**config.mk**
```make
export PLATFORM = sky130hd
export DESIGN_NAME = fp_to_int_flat
export DESIGN_NICKNAME = d
export VERILOG_FILES = /design/src/rtl/fp_to_int_if.sv /design/src/rtl/fp_to_int.sv /design/src/flat_wrapper.sv
export SDC_FILE = /design/constraint.sdc
export NUM_CORES = 1
export LEC_CHECK = 0
export CAP_MARGIN = 20
export CORE_MARGIN = 4
export CORE_UTILIZATION = 45
export CTS_CLUSTER_DIAMETER = 50
export CTS_CLUSTER_SIZE = 30
export DETAILED_ROUTE_END_ITERATION = 12
export PLACE_DENSITY = 0.73
export SLEW_MARGIN = 20
export SYNTH_ARGS = -nofsm -noshare
export SYNTH_HDL_FRONTEND = slang
export SYNTH_SLANG_ARGS = --single-unit
export TNS_END_PERCENT = 20
```
**constraint.sdc**
```tcl
create_clock -name clock100KHz -period 5.75 [get_ports clock100KHz]
set_input_delay 1.15 -clock clock100KHz [delete_from_list [all_inputs] [get_ports clock100KHz]]
set_output_delay 1.15 -clock clock100KHz [all_outputs]
set_load 0.02 [all_outputs]
```
**src/rtl/fp_to_int_if.sv**
```systemverilog
// rtl/fp_to_int_if.sv - request/result bundle between a requester and fp_to_int
interface fp_to_int_if;
    logic        start;
    logic [31:0] op_in;
    logic [31:0] data_out;
    logic [3:0]  status_out;
    logic        busy;
    logic        done;

    modport slave (
        input  start,
        input  op_in,
        output data_out,
        output status_out,
        output busy,
        output done
    );

    modport master (
        output start,
        output op_in,
        input  data_out,
        input  status_out,
        input  busy,
        input  done
    );
endinterface

```
**src/rtl/fp_to_int.sv**
```systemverilog
// rtl/fp_to_int.sv - multi-cycle custom float (6-bit exp, bias 31) to int32 converter
module fp_to_int (
    input  logic         clock100KHz,
    input  logic         reset,
    fp_to_int_if.slave   bus
);
    typedef enum logic [1:0] {
        IDLE   = 2'd0,
        UNPACK = 2'd1,
        SHIFT  = 2'd2,
        PACK   = 2'd3
    } state_t;

    localparam logic [3:0] ST_EXACT     = 4'b0001;
    localparam logic [3:0] ST_INEXACT   = 4'b0010;
    localparam logic [3:0] ST_OVERFLOW  = 4'b0100;
    localparam logic [3:0] ST_UNDERFLOW = 4'b1000;

    state_t      r_state;
    logic [31:0] r_op;
    logic [31:0] r_mag;
    logic [4:0]  r_cnt;
    logic        r_sticky;
    logic        r_left;
    logic        r_special;
    logic [3:0]  r_spec_status;
    logic [31:0] r_data_out;
    logic [3:0]  r_status_out;
    logic        r_busy;
    logic        r_done;

    logic        w_sign;
    logic [5:0]  w_exp;
    logic [24:0] w_mant;
    logic [25:0] w_sig;
    logic [4:0]  w_right_n;
    logic [4:0]  w_left_n;

    assign w_sign = r_op[31];
    assign w_exp  = r_op[30:25];
    assign w_mant = r_op[24:0];
    assign w_sig  = {1'b1, w_mant};
    // Shift amounts are < 32, so modulo-32 arithmetic on exp[4:0] is exact.
    assign w_right_n = 5'd24 - w_exp[4:0];
    assign w_left_n  = w_exp[4:0] - 5'd24;

    always_ff @(posedge clock100KHz) begin
        if (!reset) begin
            r_state       <= IDLE;
            r_op          <= 32'd0;
            r_mag         <= 32'd0;
            r_cnt         <= 5'd0;
            r_sticky      <= 1'b0;
            r_left        <= 1'b0;
            r_special     <= 1'b0;
            r_spec_status <= 4'd0;
            r_data_out    <= 32'd0;
            r_status_out  <= 4'd0;
            r_busy        <= 1'b0;
            r_done        <= 1'b0;
        end else begin
            r_done <= 1'b0;
            case (r_state)
                IDLE: begin
                    if (bus.start) begin
                        r_op      <= bus.op_in;
                        r_sticky  <= 1'b0;
                        r_special <= 1'b0;
                        r_busy    <= 1'b1;
                        r_state   <= UNPACK;
                    end
                end

                UNPACK: begin
                    r_mag <= {6'd0, w_sig};
                    if (w_exp == 6'd0 && w_mant == 25'd0) begin
                        r_special     <= 1'b1;
                        r_spec_status <= ST_EXACT;
                        r_mag         <= 32'd0;
                        r_state       <= PACK;
                    end else if (w_exp <= 6'd30) begin
                        r_special     <= 1'b1;
                        r_spec_status <= ST_UNDERFLOW;
                        r_mag         <= 32'd0;
                        r_state       <= PACK;
                    end else if (w_exp == 6'd62 && w_sign && w_mant == 25'd0) begin
                        r_special     <= 1'b1;
                        r_spec_status <= ST_EXACT;
                        r_mag         <= 32'h8000_0000;
                        r_state       <= PACK;
                    end else if (w_exp >= 6'd62) begin
                        r_special     <= 1'b1;
                        r_spec_status <= ST_OVERFLOW;
                        r_mag         <= 32'd0;
                        r_state       <= PACK;
                    end else if (w_exp == 6'd56) begin
                        r_state <= PACK;
                    end else if (w_exp < 6'd56) begin
                        r_left  <= 1'b0;
                        r_cnt   <= w_right_n;
                        r_state <= SHIFT;
                    end else begin
                        r_left  <= 1'b1;
                        r_cnt   <= w_left_n;
                        r_state <= SHIFT;
                    end
                end

                SHIFT: begin
                    if (r_left) begin
                        r_mag <= {r_mag[30:0], 1'b0};
                    end else begin
                        r_mag <= {1'b0, r_mag[31:1]};
                        if (r_mag[0]) begin
                            r_sticky <= 1'b1;
                        end
                    end
                    r_cnt <= r_cnt - 5'd1;
                    if (r_cnt == 5'd1) begin
                        r_state <= PACK;
                    end
                end

                PACK: begin
                    if (r_special) begin
                        r_data_out   <= r_mag;
                        r_status_out <= r_spec_status;
                    end else begin
                        r_data_out   <= w_sign ? (~r_mag + 32'd1) : r_mag;
                        r_status_out <= r_sticky ? ST_INEXACT : ST_EXACT;
                    end
                    r_done  <= 1'b1;
                    r_busy  <= 1'b0;
                    r_state <= IDLE;
                end

                default: r_state <= IDLE;
            endcase
        end
    end

    assign bus.data_out   = r_data_out;
    assign bus.status_out = r_status_out;
    assign bus.busy       = r_busy;
    assign bus.done       = r_done;
endmodule

```
**src/flat_wrapper.sv**
```systemverilog
// flat-port wrapper written by rule: the top's interface ports become plain ports
module fp_to_int_flat 
  (clock100KHz, reset, bus_start, bus_op_in, bus_data_out, bus_status_out, bus_busy, bus_done);
  fp_to_int_if bus_i ();
  input  logic clock100KHz;
  input  logic reset;
  input wire logic [$bits(bus_i.start)-1:0] bus_start;
  input wire logic [$bits(bus_i.op_in)-1:0] bus_op_in;
  output wire logic [$bits(bus_i.data_out)-1:0] bus_data_out;
  output wire logic [$bits(bus_i.status_out)-1:0] bus_status_out;
  output wire logic [$bits(bus_i.busy)-1:0] bus_busy;
  output wire logic [$bits(bus_i.done)-1:0] bus_done;
  assign bus_i.start = bus_start;
  assign bus_i.op_in = bus_op_in;
  assign bus_data_out = bus_i.data_out;
  assign bus_status_out = bus_i.status_out;
  assign bus_busy = bus_i.busy;
  assign bus_done = bus_i.done;
  fp_to_int u_core (.clock100KHz(clock100KHz), .reset(reset), .bus(bus_i));
endmodule
```
==> metrics.csv <==
metric,value,unit
die-width,121.2,um
clockBufferDepth,2,
drt_iter0_drc,691,
slew_violations,0,
layout.nets,800,
tightest_slew,1.015,ns
postCtsSetupRepairBufs,0,
grt_setup_unrepaired,false,
post-route-drc-count,0,
synth_mux_area_share,6.774,%
start_util,45.85,%
power.density,473.1,nW/um2
design.portCount,73,
ys_types,57,
place_area,6524,um2
numCtsBuffers,17,
synth_compound_gate_area_share,23.40,%
cts.hold.buffers_added,0,
setup.worst_path.start_class,input port,
path_delay_family,buffers and inverters,
n_antenna_cell,0,
async_flop_share,0,%
final_util,56.74,%
num_rows,41,
crit_fanout,55,
synthToLayoutAreaGrowth,23.75,%
die-height,121.2,um
synth-seq-cells,115,
fp.dieArea,14680,um2
antenna_found_initial,0,
grt_util_all_layers,20.58,%
routedWlPerCell,15.82,um
final_cell_mix,"dfxtp_1, nand2_1, a21oi_1",
hpwl,10000,um
timing_hold_violations_final,0,
cap_violations,0,
grt_pass1_wl,24590,um
cts_root_buf,clkbuf_16,
fmax,389.2,MHz
crit_top_cell,buf_4,
period_share,44.69,%
slowest_stage,clkdlybuf4s50_1,
routed_wl,14880,um
crit_buf_inv,4,
status,finished clean,
cts_tree,built,
worstPathCellList,clkdlybuf4s50_1 > buf_4 > inv_1 > buf_4 > o41ai_1,
required,6.06,ns
stdcell_area,7132,um2
grt_max_degree,60,
hold_class,register to register,
fin_cells,940,
nFillCells,1118,
final_common_cell,dfxtp_1,
gp_congestion,0.8976,
path_clk_slew,0.05,ns
min_period,2.570,ns
route.vias.total,5374,
synthAdderAreaFrac,2.171,%
cts_sinks,115,
path_class,input port to register,
seq_area_frac_synth,39.95,%
avgSynthCellArea,8.071,um2
syn_area,5763,um2
p_leak,2.501,nW
synth_fp_nets,759,
via_per_inst,5.717,
port-buffer-count,72,
ir_drop,0.2394,mV
synthesis.instances,714,
crit_arrival,2.88,ns
maxSlewHeadroom,32.32,%
synth_enable_flop_cells,0,
grt_pass1_vias,5047,
yosys.area_share.xor_xnor,4.559,%
gr-total-overflow,0,
end_kind,register,
tns,0,ns
clock_latency,0.41,ns
firstDrtPassIters,6,
ant_nets,0,
finClkSkew,0.005826,ns
yosys_warnings,0,
design.core.area,12570,um2
synth_top_flop_cell,dfxtp_1,
drive_gt1_share,9.896,%
ctsResizeCount,0,
htreeDepth,4,
setup_viol,0,
placed_cells,908,
max_stage_delay,0.46,ns
synthSimpleGateAreaFrac,17.82,%
synth_top_family_by_area,compound AO/OA/AOI/OAI gates,
## area by class of cell
cell class / instances / area [um2] / share of cell area (%)
inverters: 19 / 71.32 / 1.000
well taps: 172 / 215.2 / 3.018
clock buffers: 19 / 452.9 / 6.351
multi-input cells: 522 / 3161 / 44.32
clock inverters: 13 / 148.9 / 2.088
flip-flops and latches: 115 / 2302 / 32.28
repair buffers: 80 / 780.7 / 10.95
## tightest hold or removal path: cells and delay by family, from the launching register on
family	cells	cell delay, ns
AOI/OAI and AO/OA	1	0.05
DFF	1	0.31
and+or+nand+nor	1	0.05
## sequential cells by signal, summed over array words and instances (netlist names)
name	flops
u_core.bus.busy	1
u_core.bus.data_out	32
u_core.bus.done	1
u_core.bus.status_out	4
u_core.r_cnt	5
u_core.r_left	1
u_core.r_mag	32
u_core.r_op	32
u_core.r_spec_status	3
u_core.r_special	1
u_core.r_state	2
u_core.r_sticky	1
## power by group
part	internal, mW	switching, mW
sequential	0.941	0.194
combinational	0.450	0.726
clock	0.667	0.397
## cell families (layout without fill, tap and decap cells)
| kind of cell | count (synthesis) | after routing |
|---|---|---|
| flops | 115 | 115 |
| mux | 36 | 36 |
| simple gates | 221 | 221 |
| buf+inv | 77 | 131 |
| xor+xnor | 30 | 30 |
| compound gates | 225 | 225 |
| fa+ha+maj | 10 | 10 |
## path summary, 6_finish.rpt
path	to	start	slack [ns]	cells past startpoint
max reg2reg	u_core.bus.data_out[28]$_SDFFE_PN0P_	u_core.r_mag[11]$_SDFFE_PN0P_	3.44	5
min	u_core.bus.data_out[26]$_SDFFE_PN0P_	u_core.bus.data_out[26]$_SDFFE_PN0P_	0.45	2
min reg2reg	u_core.bus.data_out[26]$_SDFFE_PN0P_	u_core.bus.data_out[26]$_SDFFE_PN0P_	0.45	2
max	u_core.r_spec_status[2]$_SDFFE_PN0P_	reset	3.18	5
## synth_stat cells (all sizes together) (4+ instances only)
cell type / count / area share (%)
xor2: 10 / 1.5
nand4: 7 / 0.76
o22ai: 5 / 0.54
or3: 5 / 0.63
nand2: 107 / 7.0
a21oi: 85 / 7.4
nor2: 40 / 2.6
dfxtp: 115 / 40
o21ai: 64 / 5.6
clkbuf: 45 / 2.9
a41oi: 4 / 0.61
inv: 19 / 1.2
o211ai: 5 / 0.65
ha: 10 / 2.2
nor3: 14 / 1.4
a31oi: 12 / 1.3
mux2: 24 / 4.7
nor4: 8 / 1.1
xnor2: 20 / 3.0
buf: 13 / 1.2
and2: 5 / 0.54
nand3: 14 / 1.2
a22oi: 24 / 3.1
a211oi: 6 / 0.78
nand2b: 7 / 0.76
or4: 4 / 0.59
mux2i: 12 / 2.1
## per-stage QoR
step | setup slack [ns] | power [mW] | hold WS, ns
6_report | 3.180 | 3.374 | 0.4481
5_1_grt | 3.015 | 3.577 | 0.4868
4_1_cts | 2.938 | 3.365 | 0.4539
3_5_place_dp | 2.506 | 2.287 | 0.4460
3_3_place_gp | 2.616 | 2.230 | 0.4345
2_1_floorplan | 3.449 | 1.994 | 0.4319
## routing by layer
layer  GRT usage [%]  part of all wire (%)  wire length, um  vias to the layer above
met2           29.94                    44             6480                      235
met3           3.916                   7.0             1048                       29
met5               0                     0                0                        -
met4           8.053                   1.9              281                        0
met1           30.02                    47             7064                     2471
li1                -                     -                -                     2639
Note: power is estimated with default switching activity, not from simulation.
